**src/rtl/frame_write_arbiter.sv**
```systemverilog
// ============================================================================
// frame_write_arbiter: sole owner of the frame RAM write port; arbitrates
// camera, paint cursor and a full-frame clear engine. Rev 1.0
// ============================================================================
`default_nettype none

module frame_write_arbiter #(
   parameter int                 ADDR_W      = 20,
   parameter int                 DATA_W      = 9,
   parameter int                 DEPTH       = 307200,
   parameter logic [DATA_W-1:0]  CLEAR_COLOR = DATA_W'(9'h1FF)
) (
   input  logic              clk,
   input  logic              reset_n,
   input  logic              mode,
   input  logic              clear_start,
   input  logic              status_clr,
   input  logic              cam_valid,
   input  logic [ADDR_W-1:0] cam_addr,
   input  logic [DATA_W-1:0] cam_data,
   input  logic              cur_valid,
   output logic              cur_ready,
   input  logic [ADDR_W-1:0] cur_addr,
   input  logic [DATA_W-1:0] cur_data,
   output logic              mem_we,
   output logic [ADDR_W-1:0] mem_addr,
   output logic [DATA_W-1:0] mem_data,
   output logic              clear_busy,
   output logic              clear_done,
   output logic              cam_drop,
   output logic              addr_err
);

   localparam int                CNT_W     = (DEPTH > 1) ? $clog2(DEPTH) : 1;
   localparam logic [CNT_W-1:0]  LAST_CNT  = CNT_W'(DEPTH - 1);
   localparam logic [ADDR_W:0]   DEPTH_EXT = (ADDR_W + 1)'(DEPTH);

   typedef enum logic [0:0] {
      IDLE  = 1'b0,
      CLEAR = 1'b1
   } state_t;

   state_t            state, next_state;
   logic [CNT_W-1:0]  cnt, cnt_d;
   logic              we_d;
   logic [ADDR_W-1:0] addr_d;
   logic [DATA_W-1:0] data_d;
   logic              done_d;
   logic              drop_set;
   logic              err_set;
   logic              cam_in_range;
   logic              cur_in_range;

   // Zero-extend so the compare is unsigned across the full address width.
   assign cam_in_range = ({1'b0, cam_addr} < DEPTH_EXT);
   assign cur_in_range = ({1'b0, cur_addr} < DEPTH_EXT);

   assign cur_ready  = reset_n && (state == IDLE) && !mode && !clear_start;
   assign clear_busy = (state == CLEAR);

   always_comb begin
      next_state = state;
      cnt_d      = cnt;
      we_d       = 1'b0;
      addr_d     = mem_addr;
      data_d     = mem_data;
      done_d     = 1'b0;
      drop_set   = 1'b0;
      err_set    = 1'b0;

      case (state)
         IDLE: begin
            if (clear_start) begin
               next_state = CLEAR;
               cnt_d      = '0;
               drop_set   = mode && cam_valid;
            end else if (mode) begin
               if (cam_valid) begin
                  if (cam_in_range) begin
                     we_d   = 1'b1;
                     addr_d = cam_addr;
                     data_d = cam_data;
                  end else begin
                     err_set = 1'b1;
                  end
               end
            end else if (cur_valid) begin
               if (cur_in_range) begin
                  we_d   = 1'b1;
                  addr_d = cur_addr;
                  data_d = cur_data;
               end else begin
                  err_set = 1'b1;
               end
            end
         end

         CLEAR: begin
            we_d     = 1'b1;
            addr_d   = ADDR_W'(cnt);
            data_d   = CLEAR_COLOR;
            drop_set = mode && cam_valid;
            if (cnt == LAST_CNT) begin
               next_state = IDLE;
               done_d     = 1'b1;
               cnt_d      = '0;
            end else begin
               cnt_d = cnt + 1'b1;
            end
         end

         default: begin
            next_state = IDLE;
            cnt_d      = '0;
         end
      endcase
   end

   always_ff @(posedge clk or negedge reset_n) begin
      if (!reset_n) begin
         state      <= IDLE;
         cnt        <= '0;
         mem_we     <= 1'b0;
         mem_addr   <= '0;
         mem_data   <= '0;
         clear_done <= 1'b0;
         cam_drop   <= 1'b0;
         addr_err   <= 1'b0;
      end else begin
         state      <= next_state;
         cnt        <= cnt_d;
         mem_we     <= we_d;
         mem_addr   <= addr_d;
         mem_data   <= data_d;
         clear_done <= done_d;
         // Set wins over a simultaneous status clear.
         cam_drop   <= drop_set || (cam_drop && !status_clr);
         addr_err   <= err_set  || (addr_err && !status_clr);
      end
   end

endmodule

`default_nettype wire

```
**config.mk**
```make
export PLATFORM = sky130hd
export DESIGN_NAME = frame_write_arbiter
export DESIGN_NICKNAME = d
export VERILOG_FILES = /design/src/rtl/frame_write_arbiter.sv
export SDC_FILE = /design/constraint.sdc
export NUM_CORES = 1
export LEC_CHECK = 0
export ABC_CLOCK_PERIOD_IN_PS = 1750
export CAP_MARGIN = 30
export CELL_PAD_IN_SITES_DETAIL_PLACEMENT = 0
export CELL_PAD_IN_SITES_GLOBAL_PLACEMENT = 1
export CORE_MARGIN = 2
export CORE_UTILIZATION = 36
export CTS_CLUSTER_SIZE = 30
export DETAILED_ROUTE_END_ITERATION = 10
export DONT_BUFFER_PORTS = 1
export GPL_ROUTABILITY_DRIVEN = 0
export PLACE_DENSITY = 0.67
export SLEW_MARGIN = 15
export SYNTH_ARGS = -nofsm -noshare
export SYNTH_HDL_FRONTEND = slang
export SYNTH_SLANG_ARGS = --single-unit
export TNS_END_PERCENT = 5
```
**constraint.sdc**
```tcl
create_clock -name clk -period 1.75 [get_ports clk]
set_input_delay 0.175 -clock clk [delete_from_list [all_inputs] [get_ports clk]]
set_output_delay 0.175 -clock clk [all_outputs]
set_load 0.02 [all_outputs]
```
* Word level (Yosys, flattened, before mapping)
Cells that the tools add are included.
Cells by class: add/subtract/negate cells 1, eq/ne operators 7, order comparisons 2, muxes and demuxes 38, bitwise operators 1, reduce and logical (&&, ||, !) cells 12
Operator list (number):
- $mux W20 | 6
- $mux W9 | 6
- $lt A20 B19 Y1 const B | 2
- $pmux W20 S2 | 1
- $mux W19 | 2
- $pmux W19 S2 | 1
- $add A19 B1 Y19 const B | 1
- $eq A19 B19 Y1 const B | 1
- $mux W1 | 18
- $pmux W9 S2 | 1
- $ne A3 B3 Y1 const B | 4
- $logic_and A1 B1 Y1 | 6
- $pmux W1 S2 | 3
- $reduce_and A5 Y1 | 1
- $ne A2 B2 Y1 const B | 2
- $logic_not A1 Y1 | 3
- $logic_or A1 B1 Y1 | 2
- $not A1 Y1 | 1
Word-level totals: bits of input ports 65, output and inout bits 35, bits in registers 53

* Longest topological paths before layout
Gate-level depths: netlist of the first run.
depth after elaboration 7, mapped depth 9, mapped depth without buffers 6

* Worst setup path before layout of the first run
OpenSTA, ideal clock, no wires.
kind flip-flop to flip-flop, start point reg cnt[16], end point reg cnt[5], stages on the path, launching flop included 6, setup slack 0.085 ns, path buffers 1, arrival time 1.544 ns, required time 1.629 ns, cells stage by stage dfrtp_1 > nand4bb_1 > or4_4 > o21a_1 > buf_6 > a22o_1
Between the ends: longest elaborated chain between the ends 3
Ends and longest elaborated chain:
- start, declared | RTL line 44 | logic [CNT_W-1:0] cnt, cnt_d;
- start signal, assigned | RTL line 131 | cnt <= cnt_d;
- $eq A19 B19 Y1 | RTL line 103 | if (cnt == LAST_CNT) begin
- $mux W19 | RTL line 103
- $pmux W19 S2 | RTL line 71 | case (state)
Every way passes these cells. A chain may end at the register's enable or synchronous reset.

* Final worst setup path of the first run
start point reg cnt[17], end point reg cnt[5]
The elaborated chain is that of the path after synthesis.

==> results of run 1 <==
## stage by stage
stage / instances / hold slack (ns)
3_5_place_dp: 416 / -0.119
3_3_place_gp: 416 / -0.119
5_1_grt: 428 / 0.0623
6_report: 428 / 0.0710
2_1_floorplan: 306 / -0.121
4_1_cts: 428 / 0.0632
## state kept, by name (all words and copies together) (netlist names)
name        cells
addr_err        1
cam_drop        1
clear_busy      1
clear_done      1
cnt            19
mem_addr       20
mem_data        9
mem_we          1
## cells in the final DEF, fill, tap and decap left out, drive strengths merged, types with 4 or more instances in the layout
cell type,n
buf,30
a311oi,4
a31oi,14
nand4,7
inv,9
o21a,4
nand2,33
nor2,7
a21oi,9
clkbuf,5
o21ai,31
o22ai,4
nand3,10
or2,4
a21o,6
dfrtp,53
nor3,14
mux2i,27
mux2,17
## cell families after synthesis
family / after synthesis
and+or+nand+nor: 94
muxes: 44
adders and majority gates: 1
AOI/OAI and AO/OA: 83
DFF: 53
buffers and inverters: 31
## final cells by class
| type | instances | area [um^2] |
|---|---|---|
| multi-input cells | 222 | 1540 |
| well taps | 105 | 131 |
| inverters | 8 | 30.0 |
| fillers | 825 | 4780 |
| repair buffers | 32 | 278 |
| flip-flops and latches | 53 | 1330 |
| clock buffers | 5 | 68.8 |
| clock inverters | 3 | 21.3 |
## worst register-to-register path: cells and delay by family, from the launching register on
kind	cells	cell delay, ns
flops	1	0.39
compound gates	3	0.55
simple gates	2	0.63
## timing repair
item,4_1_cts,5_1_grt
hold buffers,3,0
endpoints found under the hold margin,54,0
gates resized for setup,1,5
endpoints found under the setup margin,2,8
pin swaps,0,1
setup buffers,1,0
## metal layers
| metal | GRT usage (%) | vias up | wire (um) |
|---|---|---|---|
| met5 | 0 | - | 0 |
| met4 | 3.93 | 0 | 72 |
| met3 | 3.52 | 6 | 445 |
| met2 | 27.2 | 65 | 3590 |
| met1 | 21.6 | 1156 | 3210 |
| li1 | - | 1159 | - |
## final timing paths
kind                                end  slack, ns  depth (start not counted)
setup / recovery                 cnt[5]       0.07                          5
hold / removal                 addr_err       0.07                          2
setup reg to reg                 cnt[5]       0.07                          5
hold reg to reg            mem_addr[18]       0.57                          2
max in group asynchronous    clear_busy       1.11                          2
min in group asynchronous      cam_drop       0.40                          2
## report_power, final
| part | leakage [uW] | internal [uW] | total, uW | switching [uW] |
|---|---|---|---|---|
| clock network | 0.0000445 | 285 | 710 | 425 |
| registers | 0.000611 | 1450 | 1810 | 359 |
| logic | 0.000678 | 392 | 787 | 395 |
| total | 0.00133 | 2130 | 3300 | 1180 |
==> impl_results.md, run 1 <==
* Status: completed
* Seq/Total Area, Yosys at 43.8%
* Via count at 2386
* DR pass1 iterations at 4
* Final period utilization at 95.8%
* WP buf/inv at 0
* Crit path max-delay family: simple AND/OR/NAND/NOR gates
* Syn Inst Count at 306
* Design area at 3400 um^2
* Setup total negative slack at 0 ns
* Worst-path clk slew at 0.09 ns
* Vias in the first global route at 2306
* Cells along the critical path: nand4bb_1 > or4_4 > o21ai_4 > o21ai_0 > a22o_1
* Clock Latency Late Sink at 0.31 ns
* RSZ-0062 raised after global routing: true
* Hold Crit Start: status_clr
* Max-cap viol count at 0
* Synth Area in Compound Gates at 17.9%
* Num CTS Buffers at 5
* Fmax at 0.596 GHz
* Yosys warning total at 0
* Worst path max stage delay at 0.46 ns
* Ys flop type: dfrtp_1
* Crit path DAT at 1.88 ns
* Die X at 95.8 um
* Final Skew at 0.0106 ns
* Port buffer count at 0
* CP endpoint kind: register
* Count of cell types in the netlist at 53
* Reg-to-reg startpoint: cnt[17]
* Largest net degree at the start of global routing at 54
* # clock sinks at 53
* CTS Root Cell: clkbuf_8
* Number of vias per cell at 5.57
* Crit path from: cnt[17]
* Least-Margin Pin Slew at 0.343 ns
* Setup ws final at 0.0734 ns
* Wire length per cell at 17.1 um
* First-pass GRT wire length at 11600 um
* Final Critical Period at 1.68 ns
* Yosys top cell by area: dfrtp_1
* CP max-delay cell: or4_4
* DRT antenna net count at 0
* Routed Wire Length at 7320 um
* Post-synthesis mux area share at 15.2%
* Synth top area cells: dfrtp_1 44%, mux2i_1 8.9%, mux2_2 6.3%
* Number of synthesized register bits at 53
* Final hold vios at 0
* Fin nets at 388
* Max-slew violations at 0
* Hold crit path type: input port to register
* Rows at 33
* Initial antenna violation count at 0
* Peak VDD IR at 402 uV
* Post-Synth XOR/XNOR Area at 0%
* Synth cell count leaders: 53 x dfrtp_1, 33 x nand2_1, 27 x mux2i_1
* Asr flop ratio synth at 100%
* DRC at 0
* Slew HR at 77.1%
* Util after Layout at 41.5%
* Type of origin of the critical path: register
* Gr ovfl total at 0
* Synth Area in Simple Gates at 16.5%
* Initial Util at 37.1%
* Starting DRT DRC Count at 146
* # diodes at 0
* Worst-path fanout max at 5
* Top Ports at 100
* Worst endpoint required time at 1.95 ns
* Die Y at 95.8 um
* PD cells at 973 nW/um^2
* Cell Area, Synth at 3030 um^2
* Share of cells above drive strength 1 at 22.3%
* Core Box Area at 8180 um^2
* Pwr Total at 3300 uW
* Pre-CTS setup slack at 0.0134 ns
* Critical path class: register to register
* Layout overhead on the synthesized area at 12.1%
* Hpwl dp at 5200 um
* Syn_nets at 372
* Adder-Cell Fraction of Synth Area at 0.413%
* Die ar. at 9170 um^2
* CTS tree: done
* H-tree Lvls at 2
* Leak pwr at 0.00133 uW
* Count leader, synth: dfrtp_1
* Syn_area_per_cell at 9.90 um^2
* Synth top area share at 43.8%
* Post-synth EDFFs at 0
* GRT Total Usage at 16.3%
* Placed Area at 3230 um^2
* # setup viols final at 0
* Largest family of logic cells by synthesized area: compound AO/OA/AOI/OAI gates
* Max Buffers Root-to-Sink at 2
Power figures use the tool's default switching activity.
==> inputs of run 2 (changes only) <==
--- a/config.mk
+++ b/config.mk
@@ -10,12 +10,13 @@
 export CELL_PAD_IN_SITES_DETAIL_PLACEMENT = 0
 export CELL_PAD_IN_SITES_GLOBAL_PLACEMENT = 1
 export CORE_MARGIN = 2
-export CORE_UTILIZATION = 36
+export CORE_UTILIZATION = 43
 export CTS_CLUSTER_SIZE = 30
 export DETAILED_ROUTE_END_ITERATION = 10
 export DONT_BUFFER_PORTS = 1
 export GPL_ROUTABILITY_DRIVEN = 0
-export PLACE_DENSITY = 0.67
+export PLACE_DENSITY = 0.78
+export REMOVE_ABC_BUFFERS = 1
 export SLEW_MARGIN = 15
 export SYNTH_ARGS = -nofsm -noshare
 export SYNTH_HDL_FRONTEND = slang
==> run 2 against run 1 <==
Register-to-register slack is essentially flat. Clock power shrank 1%. Routed wire length shrank 3.7%. Cell count shrank 2.1%.
==> impl_results.md, run 2 (synthesized netlist as in run 1, its figures left out) <==
* Max Buffers Root-to-Sink at 2 (unchanged)
* Crit path DAT at 1.53 ns (was 1.88 ns)
* First-pass GRT wire length at 11100 um (was 11600 um)
* Number of vias per cell at 5.79 (was 5.57)
* Worst-path clk slew at 0.10 ns (was 0.09 ns)
* Hold_ws at 0.0525 ns (was 0.0710 ns)
* Biggest register: mem_addr (unchanged)
* Type of origin of the critical path: register (unchanged)
* Die X at 88.0 um (was 95.8 um)
* Max FFs per register at 20 (unchanged)
* CTS tree: done (unchanged)
* # clock sinks at 53 (unchanged)
* Most common cell after layout, fill and taps aside: dfrtp_1 (unchanged)
* Status: completed (unchanged)
* Slew HR at 70.5% (was 77.1%)
* Hpwl dp at 4910 um (was 5200 um)
* Sw Pwr at 1170 uW (was 1180 uW)
* Multi-input gate area at 1570 um^2 (was 1540 um^2)
* Routed Wire Length at 7050 um (was 7320 um)
* Least-Margin Pin Slew at 0.442 ns (was 0.343 ns)
* Fill count at 652 (was 825)
* Fin nets at 388 (unchanged)
* Worst path max stage delay at 0.43 ns (was 0.46 ns)
* Starting DRT DRC Count at 146 (unchanged)
* Worst-path fanout max at 4 (was 5)
* Rows at 30 (was 33)
* # diodes at 0 (unchanged)
* Hold crit path type: input port to register (unchanged)
* Max-slew violations at 0 (unchanged)
* Cells along the critical path: or2_2 > nor3b_1 > buf_4 (was nand4bb_1 > or4_4 > o21ai_4 > o21ai_0 > a22o_1)
* CTS Root Cell: clkbuf_8 (unchanged)
* Initial antenna violation count at 0 (unchanged)
* Comb pwr share at 23.3% (was 23.8%)
* Num CTS Buffers at 5 (unchanged)
* GRT Total Usage at 18.3% (was 16.3%)
* Worst endpoint required time at 1.57 ns (was 1.95 ns)
* Final Critical Period at 1.70 ns (was 1.68 ns)
* Max-cap viol count at 0 (unchanged)
* Top Ports at 100 (unchanged)
* Peak VDD IR at 504 uV (was 402 uV)
* Final Skew at 0.00588 ns (was 0.0106 ns)
* Sequential share of power at 55.5% (was 54.7%)
* RSZ-0062 raised after global routing: true (unchanged)
* Register area at 1330 um^2 (unchanged)
* Critical path class: register to output pin (was register to register)
* CP endpoint kind: output pin (was register)
* Internal at 2130 uW (about the same)
* Leak pwr at 0.00136 uW (was 0.00133 uW)
* Final period utilization at 97.3% (was 95.8%)
* Sw frac at 35.4% (was 35.7%)
* DR pass1 iterations at 4 (unchanged)
* Share of cells above drive strength 1 at 22.9% (was 22.3%)
* CP max-delay cell: dfrtp_2 (was or4_4)
* Gr ovfl total at 0 (unchanged)
* Largest net degree at the start of global routing at 54 (unchanged)
* Post-Layout Cell Count at 419 (was 428)
* Vias in the first global route at 2337 (was 2306)
* Core Box Area at 6790 um^2 (was 8180 um^2)
* DRT antenna net count at 0 (unchanged)
* H-tree Lvls at 2 (unchanged)
* Clock power frac at 21.2% (was 21.5%)
* Layout overhead on the synthesized area at 12.6% (was 12.1%)
* Die ar. at 7740 um^2 (was 9170 um^2)
* Clock Latency Late Sink at 0.31 ns (about the same)
* Wire length per cell at 16.8 um (was 17.1 um)
* PD cells at 965 nW/um^2 (was 973 nW/um^2)
* # setup viols final at 0 (unchanged)
* Placed cells at 405 (was 416)
* Fmax at 0.587 GHz (was 0.596 GHz)
* Biggest regs: mem_addr x20, cnt x19, mem_data x9 (unchanged)
* DRC at 0 (unchanged)
* Final hold vios at 0 (unchanged)
* Via count at 2424 (was 2386)
* Port buffer count at 0 (unchanged)
* Most frequent cells in the layout: 51 x dfrtp_1, 33 x nand2_1, 28 x buf_4 (unchanged)
* Die Y at 88.0 um (was 95.8 um)
* Initial Util at 44.6% (was 37.1%)
-- run 2: cell types whose count changed in the layout (fill, tap and decap cells not counted) --
cell	delta
and4_4	+1
nand3_2	+1
nor4_2	-1
ha_1	-1
nor3_2	-1
nor3_4	+1
inv_6	-1
nor3b_2	-1
and4_1	-1
nor4_4	+1
nor3b_1	+1
nand3_1	-1
ha_4	+1
clkinv_2	+1
-- run 2: critical path, delay by kind of cell, from the launching register on --
family,cells,cell delay [ns]
DFF,1,0.43
buffers and inverters,1,0.19
and+or+nand+nor,2,0.60
-- run 2: power groups by stage --
stage | logic (uW) | registers [uW] | clock network [uW]
6_report | 767 | 1830 | 700
3_3_place_gp | 693 | 1830 | 0
3_5_place_dp | 715 | 1830 | 0
4_1_cts | 753 | 1810 | 715
2_1_floorplan | 449 | 1820 | 0
5_1_grt | 878 | 1860 | 772
-- run 2: repair_timing --
item	in CTS	in global routing
buffers inserted	1	2
endpoints found under the setup margin	2	9
pin swaps	0	3
cloned	0	0
gates resized for setup	1	10
hold buffers	3	0
endpoints found under the hold margin	54	0
-- run 2: worst paths after layout --
path	depth (start not counted)	slack (ns)	start	to
max	3	0.05	clear_busy	cur_ready
min	2	0.05	cam_valid	cam_drop
max reg2reg	7	0.06	cnt[1]	cnt[5]
min reg2reg	2	0.56	cnt[18]	mem_addr[18]
max in group asynchronous	2	1.14	reset_n	cnt[2]
min in group asynchronous	2	0.37	reset_n	mem_we
-- run 2: metrics by stage --
step	power (uW)	worst slack [ns]	util, %	setup TNS, ns	instance area (um^2)
6_report	3290	0.0473	50.2	0	3410
5_1_grt	3510	-0.0170	50.2	-0.0322	3410
3_3_place_gp	2530	0.0422	47.1	0	3200
3_5_place_dp	2550	-0.0256	47.1	-0.0256	3200
4_1_cts	3280	0.00391	49.2	0	3340
2_1_floorplan	2270	-0.697	-	-24.22	2870
-- run 2: routing by layer --
| layer | wire [um] | global-route usage (%) |
|---|---|---|
| met2 | 3440 | 31.3 |
| met4 | 73 | 4.90 |
| met3 | 401 | 4.05 |
| met5 | 0 | 0 |
| met1 | 3130 | 23.4 |
-- run 2: area by class of cell --
class / instances / area share, %
clock buffer: 5 / 2.02
clock inverter: 3 / 0.514
inverter: 8 / 0.880
multi-input combinational: 222 / 46.0
sequential: 53 / 39.0
tap: 96 / 3.52
timing repair buffer: 32 / 8.14
